**config.mk**
```make
export PLATFORM = sky130hd
export DESIGN_NAME = tawas_raccoon_bridge_flat
export DESIGN_NICKNAME = d
export VERILOG_FILES = /design/src/rtl/tawas_raccoon_bridge_if.sv /design/src/rtl/tawas_raccoon_bridge.sv /design/src/flat_wrapper.sv
export SDC_FILE = /design/constraint.sdc
export NUM_CORES = 1
export LEC_CHECK = 0
export BUFFER_PORTS_ARGS = -buffer_cell sky130_fd_sc_hd__buf_2
export CAP_MARGIN = 0
export CORE_MARGIN = 10
export CORE_UTILIZATION = 57
export CTS_CLUSTER_DIAMETER = 150
export DETAILED_ROUTE_END_ITERATION = 6
export PLACE_DENSITY = 0.79
export SLEW_MARGIN = 20
export SYNTH_ARGS = -nofsm -noshare
export SYNTH_HDL_FRONTEND = slang
export SYNTH_SLANG_ARGS = --single-unit
```
**constraint.sdc**
```tcl
create_clock -name i_clk -period 4.1 [get_ports i_clk]
set_input_delay 0.41 -clock i_clk [delete_from_list [all_inputs] [get_ports i_clk]]
set_output_delay 0.41 -clock i_clk [all_outputs]
set_load 0.1 [all_outputs]
```
**src/rtl/tawas_raccoon_bridge_if.sv**
```systemverilog
// Signal bundle between the load/store stage, the Raccoon peripheral bus and the
// register-file writeback port; the bridge takes the slave view.
interface tawas_raccoon_bridge_if;
  logic        raccoon_cs;
  logic [31:0] daddr;
  logic        dwr;
  logic [3:0]  dmask;
  logic [31:0] dout;
  logic [3:0]  writeback_reg;
  logic        raccoon_full;

  logic        rc_req;
  logic [31:0] rc_addr;
  logic        rc_wr;
  logic [3:0]  rc_mask;
  logic [31:0] rc_wdata;
  logic        rc_ack;
  logic        rc_rvld;
  logic [31:0] rc_rdata;

  logic        rc_load_vld;
  logic [3:0]  rc_load_sel;
  logic [31:0] rc_load;
  logic        rc_err;

  modport slave (
    input  raccoon_cs, daddr, dwr, dmask, dout, writeback_reg,
    input  rc_ack, rc_rvld, rc_rdata,
    output raccoon_full, rc_req, rc_addr, rc_wr, rc_mask, rc_wdata,
    output rc_load_vld, rc_load_sel, rc_load, rc_err
  );

  modport master (
    output raccoon_cs, daddr, dwr, dmask, dout, writeback_reg,
    output rc_ack, rc_rvld, rc_rdata,
    input  raccoon_full, rc_req, rc_addr, rc_wr, rc_mask, rc_wdata,
    input  rc_load_vld, rc_load_sel, rc_load, rc_err
  );
endinterface

```
**src/rtl/tawas_raccoon_bridge.sv**
```systemverilog
// Buffers Raccoon-space loads/stores in a FIFO and replays them on the Raccoon bus.
// Optional REQ/WAIT watchdog: define TAWAS_RACCOON_TIMEOUT_EN.
module tawas_raccoon_bridge #(
  parameter int FIFO_DEPTH = 4,
  parameter int TIMEOUT    = 255
) (
  input  logic                   i_clk,
  input  logic                   i_rst_n,
  tawas_raccoon_bridge_if.slave  io_bus
);
  localparam int PW = $clog2(FIFO_DEPTH);
  localparam int CW = PW + 1;

  typedef struct packed {
    logic [31:0] addr;
    logic        wr;
    logic [3:0]  mask;
    logic [31:0] data;
    logic [3:0]  rd;
  } entry_t;

  typedef enum logic [1:0] {S_IDLE, S_REQ, S_WAIT, S_WB} state_t;

  entry_t        r_mem [FIFO_DEPTH];
  logic [PW-1:0] r_wptr, r_rptr;
  logic [CW-1:0] r_count;
  state_t        r_state, w_state_next;

  logic          r_req, r_wr, r_load_vld, r_err;
  logic [31:0]   r_addr, r_wdata, r_load;
  logic [3:0]    r_mask, r_rd, r_load_sel;

  logic          w_full, w_push, w_ovf, w_pop, w_tmo, w_tmo_err, w_rvld_take;
  entry_t        w_head, w_entry;

  function automatic logic [31:0] f_extract(input logic [31:0] d, input logic [3:0] m);
    case (m)
      4'b1100: return {16'h0, d[31:16]};
      4'b0011: return {16'h0, d[15:0]};
      4'b1000: return {24'h0, d[31:24]};
      4'b0100: return {24'h0, d[23:16]};
      4'b0010: return {24'h0, d[15:8]};
      4'b0001: return {24'h0, d[7:0]};
      default: return d;
    endcase
  endfunction

  assign w_full  = (r_count == CW'(FIFO_DEPTH));
  assign w_push  = io_bus.raccoon_cs & ~w_full;
  assign w_ovf   = io_bus.raccoon_cs & w_full;
  assign w_pop   = (r_state == S_IDLE) && (r_count != '0);
  assign w_head  = r_mem[r_rptr];
  assign w_entry = '{addr: io_bus.daddr, wr: io_bus.dwr, mask: io_bus.dmask,
                     data: io_bus.dout, rd: io_bus.writeback_reg};
  assign w_rvld_take = (r_state == S_WAIT) && io_bus.rc_rvld;

  always_ff @(posedge i_clk) begin
    if (w_push) r_mem[r_wptr] <= w_entry;
  end

  always_ff @(posedge i_clk or negedge i_rst_n) begin
    if (!i_rst_n) begin
      r_wptr  <= '0;
      r_rptr  <= '0;
      r_count <= '0;
    end else begin
      if (w_push) r_wptr <= r_wptr + 1'b1;
      if (w_pop)  r_rptr <= r_rptr + 1'b1;
      case ({w_push, w_pop})
        2'b10:   r_count <= r_count + 1'b1;
        2'b01:   r_count <= r_count - 1'b1;
        default: r_count <= r_count;
      endcase
    end
  end

`ifdef TAWAS_RACCOON_TIMEOUT_EN
  localparam int TW = $clog2(TIMEOUT + 1);
  logic [TW-1:0] r_tmo_cnt;

  assign w_tmo = (r_tmo_cnt == TW'(TIMEOUT));

  // Restarts on every state change, so entry into REQ and into WAIT both clear it.
  always_ff @(posedge i_clk or negedge i_rst_n) begin
    if (!i_rst_n)                                    r_tmo_cnt <= '0;
    else if (w_state_next != r_state)                r_tmo_cnt <= '0;
    else if (r_state == S_REQ || r_state == S_WAIT)  r_tmo_cnt <= r_tmo_cnt + 1'b1;
  end
`else
  assign w_tmo = 1'b0;
`endif

  always_ff @(posedge i_clk or negedge i_rst_n) begin
    if (!i_rst_n) r_state <= S_IDLE;
    else          r_state <= w_state_next;
  end

  always_comb begin
    w_state_next = r_state;
    w_tmo_err    = 1'b0;
    case (r_state)
      S_IDLE: if (r_count != '0) w_state_next = S_REQ;
      S_REQ: begin
        if (io_bus.rc_ack) begin
          w_state_next = r_wr ? S_IDLE : S_WAIT;
        end else if (w_tmo) begin
          w_tmo_err    = 1'b1;
          w_state_next = r_wr ? S_IDLE : S_WB;
        end
      end
      S_WAIT: begin
        if (io_bus.rc_rvld) begin
          w_state_next = S_WB;
        end else if (w_tmo) begin
          w_tmo_err    = 1'b1;
          w_state_next = S_WB;
        end
      end
      default: w_state_next = S_IDLE;
    endcase
  end

  always_ff @(posedge i_clk or negedge i_rst_n) begin
    if (!i_rst_n) begin
      r_req      <= 1'b0;
      r_wr       <= 1'b0;
      r_addr     <= '0;
      r_mask     <= '0;
      r_wdata    <= '0;
      r_rd       <= '0;
      r_load     <= '0;
      r_load_sel <= '0;
      r_load_vld <= 1'b0;
      r_err      <= 1'b0;
    end else begin
      r_err      <= w_ovf | w_tmo_err;
      r_load_vld <= (w_state_next == S_WB);
      if (w_pop) begin
        r_req   <= 1'b1;
        r_addr  <= w_head.addr;
        r_wr    <= w_head.wr;
        r_mask  <= w_head.mask;
        r_wdata <= w_head.data;
        r_rd    <= w_head.rd;
      end else if (r_state == S_REQ && w_state_next != S_REQ) begin
        r_req <= 1'b0;
      end
      // Aborted loads still write back, with all-ones as the poison value.
      if (w_state_next == S_WB) begin
        r_load     <= w_rvld_take ? f_extract(io_bus.rc_rdata, r_mask) : 32'hFFFF_FFFF;
        r_load_sel <= r_rd;
      end
    end
  end

  assign io_bus.raccoon_full = (r_count >= CW'(FIFO_DEPTH - 1));
  assign io_bus.rc_req       = r_req;
  assign io_bus.rc_addr      = r_addr;
  assign io_bus.rc_wr        = r_wr;
  assign io_bus.rc_mask      = r_mask;
  assign io_bus.rc_wdata     = r_wdata;
  assign io_bus.rc_load_vld  = r_load_vld;
  assign io_bus.rc_load_sel  = r_load_sel;
  assign io_bus.rc_load      = r_load;
  assign io_bus.rc_err       = r_err;
endmodule
```
**src/flat_wrapper.sv**
```systemverilog
// flat-port wrapper written by rule: the top's interface ports become plain ports
module tawas_raccoon_bridge_flat 
#(
  parameter int FIFO_DEPTH = 4,
  parameter int TIMEOUT    = 255
)
  (i_clk, i_rst_n, io_bus_raccoon_cs, io_bus_daddr, io_bus_dwr, io_bus_dmask, io_bus_dout, io_bus_writeback_reg, io_bus_rc_ack, io_bus_rc_rvld, io_bus_rc_rdata, io_bus_raccoon_full, io_bus_rc_req, io_bus_rc_addr, io_bus_rc_wr, io_bus_rc_mask, io_bus_rc_wdata, io_bus_rc_load_vld, io_bus_rc_load_sel, io_bus_rc_load, io_bus_rc_err);
  tawas_raccoon_bridge_if io_bus_i ();
  input  logic i_clk;
  input  logic i_rst_n;
  input wire logic [$bits(io_bus_i.raccoon_cs)-1:0] io_bus_raccoon_cs;
  input wire logic [$bits(io_bus_i.daddr)-1:0] io_bus_daddr;
  input wire logic [$bits(io_bus_i.dwr)-1:0] io_bus_dwr;
  input wire logic [$bits(io_bus_i.dmask)-1:0] io_bus_dmask;
  input wire logic [$bits(io_bus_i.dout)-1:0] io_bus_dout;
  input wire logic [$bits(io_bus_i.writeback_reg)-1:0] io_bus_writeback_reg;
  input wire logic [$bits(io_bus_i.rc_ack)-1:0] io_bus_rc_ack;
  input wire logic [$bits(io_bus_i.rc_rvld)-1:0] io_bus_rc_rvld;
  input wire logic [$bits(io_bus_i.rc_rdata)-1:0] io_bus_rc_rdata;
  output wire logic [$bits(io_bus_i.raccoon_full)-1:0] io_bus_raccoon_full;
  output wire logic [$bits(io_bus_i.rc_req)-1:0] io_bus_rc_req;
  output wire logic [$bits(io_bus_i.rc_addr)-1:0] io_bus_rc_addr;
  output wire logic [$bits(io_bus_i.rc_wr)-1:0] io_bus_rc_wr;
  output wire logic [$bits(io_bus_i.rc_mask)-1:0] io_bus_rc_mask;
  output wire logic [$bits(io_bus_i.rc_wdata)-1:0] io_bus_rc_wdata;
  output wire logic [$bits(io_bus_i.rc_load_vld)-1:0] io_bus_rc_load_vld;
  output wire logic [$bits(io_bus_i.rc_load_sel)-1:0] io_bus_rc_load_sel;
  output wire logic [$bits(io_bus_i.rc_load)-1:0] io_bus_rc_load;
  output wire logic [$bits(io_bus_i.rc_err)-1:0] io_bus_rc_err;
  assign io_bus_i.raccoon_cs = io_bus_raccoon_cs;
  assign io_bus_i.daddr = io_bus_daddr;
  assign io_bus_i.dwr = io_bus_dwr;
  assign io_bus_i.dmask = io_bus_dmask;
  assign io_bus_i.dout = io_bus_dout;
  assign io_bus_i.writeback_reg = io_bus_writeback_reg;
  assign io_bus_i.rc_ack = io_bus_rc_ack;
  assign io_bus_i.rc_rvld = io_bus_rc_rvld;
  assign io_bus_i.rc_rdata = io_bus_rc_rdata;
  assign io_bus_raccoon_full = io_bus_i.raccoon_full;
  assign io_bus_rc_req = io_bus_i.rc_req;
  assign io_bus_rc_addr = io_bus_i.rc_addr;
  assign io_bus_rc_wr = io_bus_i.rc_wr;
  assign io_bus_rc_mask = io_bus_i.rc_mask;
  assign io_bus_rc_wdata = io_bus_i.rc_wdata;
  assign io_bus_rc_load_vld = io_bus_i.rc_load_vld;
  assign io_bus_rc_load_sel = io_bus_i.rc_load_sel;
  assign io_bus_rc_load = io_bus_i.rc_load;
  assign io_bus_rc_err = io_bus_i.rc_err;
  tawas_raccoon_bridge #(.FIFO_DEPTH(FIFO_DEPTH), .TIMEOUT(TIMEOUT)) u_core (.i_clk(i_clk), .i_rst_n(i_rst_n), .io_bus(io_bus_i));
endmodule
```
==> results.sh, run 1 <==
export IMPL_run_status="finished with violations"
export IMPL_violations="negative hold slack"
export IMPL_maxCapViolCount=0
export IMPL_viasPerCell=5.69
export IMPL_ys_ff_latch=413
export IMPL_finalHoldViolCount=12
export IMPL_seqCellArea_mm2=0.0118
export IMPL_grt_max_degree=97
export IMPL_cts_root_buf="clkbuf_16"
export IMPL_yosysTopAreaCell="edfxtp_1"
export IMPL_finalCritPeriodShare_pct=64.5
export IMPL_rrSetupSlack_ps=1460
export IMPL_syn_area_mm2=0.0158
export IMPL_endpoint_kind="register"
export IMPL_synthToLayoutAreaGrowth_pct=17.8
export IMPL_yosys_top_cells_count="edfxtp_1 (292), dfrtp_1 (121), mux4_2 (73), nand2_1 (56), mux2_4 (50)"
export IMPL_fp_row_count=60
export IMPL_htreeDepth=2
export IMPL_critPathKind="register to register"
export IMPL_post_cts_buffers=0
export IMPL_postCtsResizedCells=0
export IMPL_grt_pass1_wl_um=52600
export IMPL_synth_async_reset_ratio_pct=29.3
export IMPL_dp_cells=1329
export IMPL_synth_top_area_share_pct=55.5
export IMPL_antenna_found_initial=9
export IMPL_setup_violations=0
export IMPL_fp_dieH_um=186
export IMPL_track_usage_pct=19.2
export IMPL_final_nets=1118
export IMPL_postSynthCellCount=766
export IMPL_die_area_mm2=0.0348
export IMPL_reg2reg_to="u_core.io_bus.rc_wdata[12]$_DFFE_PN0P_"
export IMPL_synth_most_common_cell="edfxtp_1"
export IMPL_gp_congestion=0.889
export IMPL_synth_fp_nets=882
export IMPL_synth_edf_count=292
export IMPL_ys_types=48
export IMPL_drive_gt1_share_pct=44.9
export IMPL_numCtsBuffers=41
export IMPL_holdBufCountCts=0
export IMPL_dpl_hpwl_um=20400
export IMPL_num_fill_cells=1739
export IMPL_core_area_mm2=0.0271
export IMPL_vias=8039
export IMPL_crit_path_start_kind="register"
export IMPL_cts_sinks=413
export IMPL_cts_tree="done"
export IMPL_die_x_um=186
export IMPL_drc=0
export IMPL_path_clk_slew_ps=60
export IMPL_skew_ps=11.8
export IMPL_fin_cells=1413
export IMPL_multi_input_area_mm2=0.00368
export IMPL_cp_required_ps=4510
export IMPL_hold_ws_ps=-49.3
export IMPL_cp_max_fo=47
export IMPL_yosysWarnings=0
export IMPL_ys_top_cells_by_area="edfxtp_1 (56%), dfrtp_1 (19%), mux4_2 (10%)"
export IMPL_drt_total_wl_um=33300
export IMPL_relSlewSlack_pct=25.5
export IMPL_grt_pass1_vias=8833
export IMPL_syn_avg_cell_area_um2=20.6
export IMPL_clk_latency_ps=530
export IMPL_hold_path_class="input port to asynchronous set/reset pin"
export IMPL_seq_area_frac_synth_pct=74.7
export IMPL_wl_per_cell_um=23.5
export IMPL_worstRegToRegCells=5
export IMPL_worst_pin_slew_ps=1120
export IMPL_yosys_most_used_dff="edfxtp_1"
export IMPL_drt_iter0_drc=549
export IMPL_finalCriticalPeriod_ps=2640
export IMPL_regToRegStartpoint="u_core.r_count[0]$_DFFE_PN0P_"
export IMPL_ioPinCount=219
export IMPL_cts_path_max_buffers=3
export IMPL_start_util_pct=58.3
export IMPL_finalMaxSlewViolations=0
export IMPL_detail_route_antenna_nets=0
export IMPL_fmax_mhz=378
export IMPL_fin_area_mm2=0.0186
export IMPL_io_buffers=218
export IMPL_worstPathArrival_ps=3050
export IMPL_finalSetupTns_ps=0
export IMPL_globalRouteOverflowTotal=0
export IMPL_rsz0062_at_grt="false"
export IMPL_dr_pass1_iters=7
export IMPL_dpl_cell_area_mm2=0.0172
==> registers in the layout (all words and copies together) (netlist names), 2 cells and up <==
register / flops
u_core.r_mem: 292
u_core.io_bus.rc_addr: 32
u_core.io_bus.rc_load: 32
u_core.io_bus.rc_wdata: 32
u_core.io_bus.rc_load_sel: 4
u_core.io_bus.rc_mask: 4
u_core.r_rd: 4
u_core.r_count: 3
u_core.r_rptr: 2
u_core.r_state: 2
u_core.r_wptr: 2
==> metal layers <==
metal | vias up | wire length, um | GRT usage (%)
met3 | 68 | 2780 | 5.10
li1 | 3513 | - | -
met2 | 353 | 16300 | 31.1
met5 | - | 36 | 0
met4 | 6 | 859 | 6.38
met1 | 4099 | 13200 | 24.9
==> cell usage in the layout, fill, tap and decap left out, types with 10 or more instances in the layout <==
cell type and n:
edfxtp_1 292, buf_2 217, dfrtp_1 119, mux4_2 73
nand2_1 56, mux2_4 50, clkbuf_16 41, mux2_2 23
o21ai_0 22, clkinv_2 12, o21ai_1 10
==> stage by stage <==
step	util, %	setup WS [ps]
2_1_floorplan	-	1090
3_3_place_gp	63.3	1540
3_5_place_dp	63.3	1460
4_1_cts	68.4	1460
5_1_grt	68.6	1320
6_report	68.6	1460
==> cell type report <==
cell class | instances | area share, %
clock buffer | 48 | 5.76
inverter | 9 | 0.195
sequential | 413 | 63.4
timing repair buffer | 229 | 6.58
multi-input combinational | 308 | 19.8
tap | 372 | 2.50
clock inverter | 27 | 1.65
antenna | 7 | 0.0942
==> how the worst max path moves through the flow <==
stage,startpoint,endpoint,slack (ps),cells past startpoint
2_1_floorplan,u_core.r_count[0]$_DFFE_PN0P_,u_core.r_mem[0][0]$_DFFE_PP_,1090,3
3_3_place_gp,u_core.r_count[0]$_DFFE_PN0P_,u_core.io_bus.rc_wdata[8]$_DFFE_PN0P_,1540,5
3_5_place_dp,u_core.r_count[0]$_DFFE_PN0P_,u_core.io_bus.rc_wdata[17]$_DFFE_PN0P_,1460,5
4_1_cts,u_core.r_count[0]$_DFFE_PN0P_,u_core.io_bus.rc_wdata[10]$_DFFE_PN0P_,1460,5
5_1_grt,u_core.r_count[0]$_DFFE_PN0P_,u_core.io_bus.rc_wdata[10]$_DFFE_PN0P_,1320,5
6_report,u_core.r_count[0]$_DFFE_PN0P_,u_core.io_bus.rc_wdata[12]$_DFFE_PN0P_,1460,5
==> cells by family after synthesis <==
kind of cell	Yosys count	share of synthesized area, %
multiplexers	147	16.9
AO/OA/AOI/OAI	72	3.24
flip-flops	413	74.7
adder cells (fa/ha/maj)	6	0.523
XOR/XNOR	7	0.436
AND/OR/NAND/NOR	76	2.15
buffers and inverters	45	2.08
==> worst max-delay path: stages (launching register included) <==
cell and delay, ps:
dfrtp_1 430, nor3_1 90, or3_4 370, inv_4 420, buf_4 760, mux2_2 420
Power of run 1 is not shown: default switching activity piles up to over one toggle a cycle in this logic, so the estimate is an artifact.
==> inputs of run 2 (changes only) <==
Clock period 4.1 ns to 2.45 ns, I/O delays scaled along.
==> results.sh, run 2 (synthesis results as in run 1) <==
export IMPL_finalMaxSlewViolations=0
export IMPL_grt_max_degree=68
export IMPL_maxCapViolCount=0
export IMPL_vias=8615
export IMPL_htreeDepth=2
export IMPL_timing_final_ws_setup_ps=358
export IMPL_setup_violations=0
export IMPL_skew_ps=20.9
export IMPL_start_util_pct=58.3
export IMPL_drive_gt1_share_pct=41.8
export IMPL_worst_pin_slew_ps=815
export IMPL_hold_path_class="input port to register"
export IMPL_utilization_pct=72.8
export IMPL_core_area_mm2=0.0271
export IMPL_cts_tree="done"
export IMPL_finalCriticalPeriod_ps=2090
export IMPL_drc=0
export IMPL_layout_common_cells="edfxtp_1 (292), buf_2 (217), dfrtp_1 (119), dlygate4sd3_1 (88), mux4_2 (73)"
export IMPL_finalCritPeriodShare_pct=85.4
export IMPL_crit_path_start_kind="register"
export IMPL_clk_latency_ps=530
export IMPL_ioPinCount=219
export IMPL_dpl_hpwl_um=22700
export IMPL_io_buffers=218
export IMPL_endpoint_kind="register"
export IMPL_dr_pass1_iters=4
export IMPL_cp_max_fo=5
export IMPL_cts_path_max_buffers=3
export IMPL_final_nets=1226
export IMPL_cts_root_buf="clkbuf_16"
export IMPL_finalHoldViolCount=0
export IMPL_final_common_cell="edfxtp_1"
export IMPL_fin_area_mm2=0.0197
export IMPL_track_usage_pct=20.6
export IMPL_fmax_mhz=478
export IMPL_synthToLayoutAreaGrowth_pct=25.0
export IMPL_grt_pass1_vias=9384
export IMPL_run_status="completed"
export IMPL_gp_congestion=0.914
export IMPL_fp_dieH_um=186
export IMPL_viasPerCell=5.69
export IMPL_numCtsBuffers=40
export IMPL_drt_total_wl_um=35800
export IMPL_detail_route_antenna_nets=0
export IMPL_num_fill_cells=1587
export IMPL_path_clk_slew_ps=60
export IMPL_die_x_um=186
export IMPL_cts_sinks=413
export IMPL_largest_reg_flops=292
export IMPL_cp_required_ps=2880
export IMPL_die_area_mm2=0.0348
export IMPL_rsz0062_at_grt="false"
export IMPL_critPathKind="register to register"
export IMPL_grt_pass1_wl_um=56300
export IMPL_diodes=0
export IMPL_fp_row_count=60
export IMPL_wl_per_cell_um=23.7
export IMPL_largest_register="u_core.r_mem"
export IMPL_relSlewSlack_pct=45.4
export IMPL_worstPathArrival_ps=2520
export IMPL_dpl_worst_slack_ps=349
export IMPL_finalSetupTns_ps=0
export IMPL_antenna_found_initial=1
export IMPL_dpl_cell_area_mm2=0.0175
export IMPL_globalRouteOverflowTotal=0
export IMPL_drt_iter0_drc=684
[run 2: repair_timing]
action,in CTS,in global routing
gates resized for setup,0,0
buffers inserted,0,0
hold buffers,88,0
setup endpoints to repair,0,0
endpoints found under the hold margin,370,0
[run 2: final cells by class]
type | count | area [um^2] | share of cell area, %
clock inverter | 15 | 179 | 0.907
multi-input combinational | 308 | 3680 | 18.6
tap | 372 | 465 | 2.36
timing repair buffer | 338 | 2430 | 12.3
inverter | 9 | 36.3 | 0.184
sequential | 413 | 11800 | 59.8
clock buffer | 59 | 1140 | 5.80
[run 2: path summary, 6_finish.rpt]
| check | from | to | slack (ps) | depth (start not counted) |
|---|---|---|---|---|
| worst min register to register | u_core.io_bus.rc_load[18]$_DFFE_PN0P_ | u_core.io_bus.rc_load[18]$_DFFE_PN0P_ | 480 | 2 |
| worst min-delay path | io_bus_rc_rdata[12] | u_core.io_bus.rc_load[12]$_DFFE_PN0P_ | 20 | 2 |
| min in group asynchronous | i_rst_n | u_core.io_bus.rc_err$_DFF_PN0_ | 340 | 2 |
| worst max register to register | u_core.r_count[0]$_DFFE_PN0P_ | u_core.r_count[2]$_DFFE_PN0P_ | 360 | 9 |
| max in group asynchronous | i_rst_n | u_core.io_bus.rc_wdata[9]$_DFFE_PN0P_ | 1410 | 3 |
| worst max-delay path | u_core.r_count[0]$_DFFE_PN0P_ | u_core.r_count[2]$_DFFE_PN0P_ | 360 | 9 |
[run 2: through the flow]
stage	cells	hold WS, ps
after floorplan	766	-50.6
after global placement	1352	328
after detailed placement	1352	330
after CTS	1514	0.310
after global routing	1514	10.5
final	1514	20.4
[run 2: layer usage]
metal | track usage (%) | share of wire (%) | vias to the layer above
li1 | - | - | 3724
met1 | 26.4 | 40 | 4443
met2 | 35.2 | 52 | 394
met3 | 4.30 | 7.1 | 52
met4 | 4.85 | 1.7 | 2
met5 | 0 | 0.020 | -
[run 2: worst max-delay path, stage by stage (launching register included)]
cell     delay [ps]
dfrtp_1         420
nor3_1           70
or3_4           380
inv_4            90
ha_1            180
inv_1            60
fa_1            380
xor2_1          150
nor2_1          120
xor2_1          160
Power of run 2 is left out for the same reason.
==> inputs of run 3 (changes only) <==
Settings changed: CORE_UTILIZATION 57 to 59, CTS_BUF_LIST from default to sky130_fd_sc_hd__clkbuf_4, GPL_ROUTABILITY_DRIVEN from default to 0, PLACE_DENSITY 0.79 to 0.82.
==> results.sh, run 3 (synthesis results as in run 1) <==
export IMPL_globalRouteOverflowTotal=0
export IMPL_grt_max_degree=76
export IMPL_ioPinCount=219
export IMPL_die_area_mm2=0.0337
export IMPL_skew_ps=52.5
export IMPL_start_util_pct=60.3
export IMPL_largest_register="u_core.r_mem"
export IMPL_die_x_um=184
export IMPL_cts_path_max_buffers=3
export IMPL_postCtsResizedCells=0
export IMPL_io_buffers=218
export IMPL_viasPerCell=5.62
export IMPL_run_status="completed"
export IMPL_finalMaxSlewViolations=0
export IMPL_wl_per_cell_um=22.5
export IMPL_track_usage_pct=21.7
export IMPL_final_common_cell="edfxtp_1"
export IMPL_endpoint_kind="output pin"
export IMPL_core_area_mm2=0.0262
export IMPL_worstPathArrival_ps=1850
export IMPL_critPathKind="register to output pin"
export IMPL_antenna_found_initial=3
export IMPL_cts_root_buf="clkbuf_4"
export IMPL_seqCellArea_mm2=0.0118
export IMPL_drt_iter0_drc=710
export IMPL_dpl_hpwl_um=21700
export IMPL_drive_gt1_share_pct=45.4
export IMPL_grt_pass1_wl_um=56800
export IMPL_cts_sinks=413
export IMPL_timing_final_ws_setup_ps=357
export IMPL_htreeDepth=3
export IMPL_cp_max_fo=11
export IMPL_critPathMaxStageDelay_ps=490
export IMPL_crit_path_start_kind="register"
export IMPL_fp_row_count=59
export IMPL_finalCriticalPeriod_ps=2090
export IMPL_drc=0
export IMPL_vias=9060
export IMPL_multi_input_area_mm2=0.00368
export IMPL_fmax_mhz=478
export IMPL_holdBufCountCts=108
export IMPL_setup_violations=0
export IMPL_maxCapViolCount=0
export IMPL_grt_pass1_vias=10000
export IMPL_detail_route_antenna_nets=0
export IMPL_post_cts_buffers=0
export IMPL_hold_path_class="input port to asynchronous set/reset pin"
export IMPL_critical_path_top_delay_family="buffers and inverters"
export IMPL_cp_required_ps=2200
export IMPL_clk_latency_ps=690
export IMPL_synthToLayoutAreaGrowth_pct=26.0
export IMPL_path_buf_inv=2
export IMPL_finalHoldViolCount=0
export IMPL_dpl_worst_slack_ps=390
export IMPL_final_nets=1305
export IMPL_drt_total_wl_um=36200
export IMPL_path_clk_slew_ps=60
export IMPL_layout_common_cells="edfxtp_1 (292), buf_2 (217), clkbuf_4 (154), dfrtp_1 (119), dlygate4sd3_1 (108)"
export IMPL_largest_reg_flops=292
export IMPL_cts_tree="done"
export IMPL_dr_pass1_iters=7
export IMPL_rsz0062_at_grt="false"
export IMPL_relSlewSlack_pct=39.1
export IMPL_worst_pin_slew_ps=908
export IMPL_finalCritPeriodShare_pct=85.4
export IMPL_path_cells="buf_4 -> buf_2"
export IMPL_finalSetupTns_ps=0
export IMPL_slowest_stage="dfrtp_1"
export IMPL_num_fill_cells=1416
export IMPL_fp_dieH_um=184
export IMPL_numCtsBuffers=100
run 3: changes by cell type in the layout (fill, tap and decap cells not counted), moves of 2 or more:
cell,previous run,this run
clkbuf_1,14,0
clkbuf_8,3,0
buf_4,15,13
clkinv_1,2,26
clkinv_2,4,1
clkbuf_16,42,0
inv_2,0,3
clkinvlp_4,3,0
clkbuf_4,0,154
bufinv_16,3,1
diode_2,0,3
dlygate4sd3_1,88,108
run 3: area by class of cell:
class / instances / share of cell area (%)
diodes: 3 / 0.0377
inverters: 9 / 0.182
multi-input cells: 308 / 18.5
flip-flops and latches: 413 / 59.3
clock buffers: 154 / 5.81
repair buffers: 357 / 13.3
well taps: 335 / 2.11
clock inverters: 32 / 0.793
run 3: worst paths after layout:
| kind | from | endpoint | slack [ps] | cells past startpoint |
|---|---|---|---|---|
| worst min register to register | u_core.r_rd[3]$_DFFE_PN0P_ | u_core.io_bus.rc_load_sel[3]$_DFFE_PN0P_ | 490 | 2 |
| worst max-delay path | u_core.io_bus.rc_mask[1]$_DFFE_PN0P_ | io_bus_rc_mask[1] | 360 | 2 |
| min in group i_clk | io_bus_rc_rvld | u_core.io_bus.rc_load_sel[0]$_DFFE_PN0P_ | 200 | 5 |
| worst min-delay path | i_rst_n | u_core.io_bus.rc_load[29]$_DFFE_PN0P_ | 190 | 2 |
| worst max register to register | u_core.r_state[1]$_DFF_PN0_ | u_core.io_bus.rc_load[15]$_DFFE_PN0P_ | 390 | 5 |
| max in group asynchronous | i_rst_n | u_core.io_bus.rc_load[10]$_DFFE_PN0P_ | 1450 | 3 |
run 3: metrics by stage:
step	instance area [um^2]	util [%]	instances	hold slack (ps)
3_3_place_gp	17500	66.7	1314	352
5_1_grt	19900	75.9	1610	150
3_5_place_dp	17500	66.7	1314	362
2_1_floorplan	15800	-	766	-50.6
4_1_cts	19900	75.9	1608	112
6_report	19900	75.9	1611	186
run 3: metal layers:
metal / track usage (%) / part of all wire, % / up-vias
li1: - / - / 3961
met2: 36.7 / 50 / 500
met1: 25.9 / 38 / 4537
met4: 7.11 / 2.1 / 0
met3: 7.19 / 9.7 / 62
met5: 0 / 0 / -
Power of run 3 is left out for the same reason.
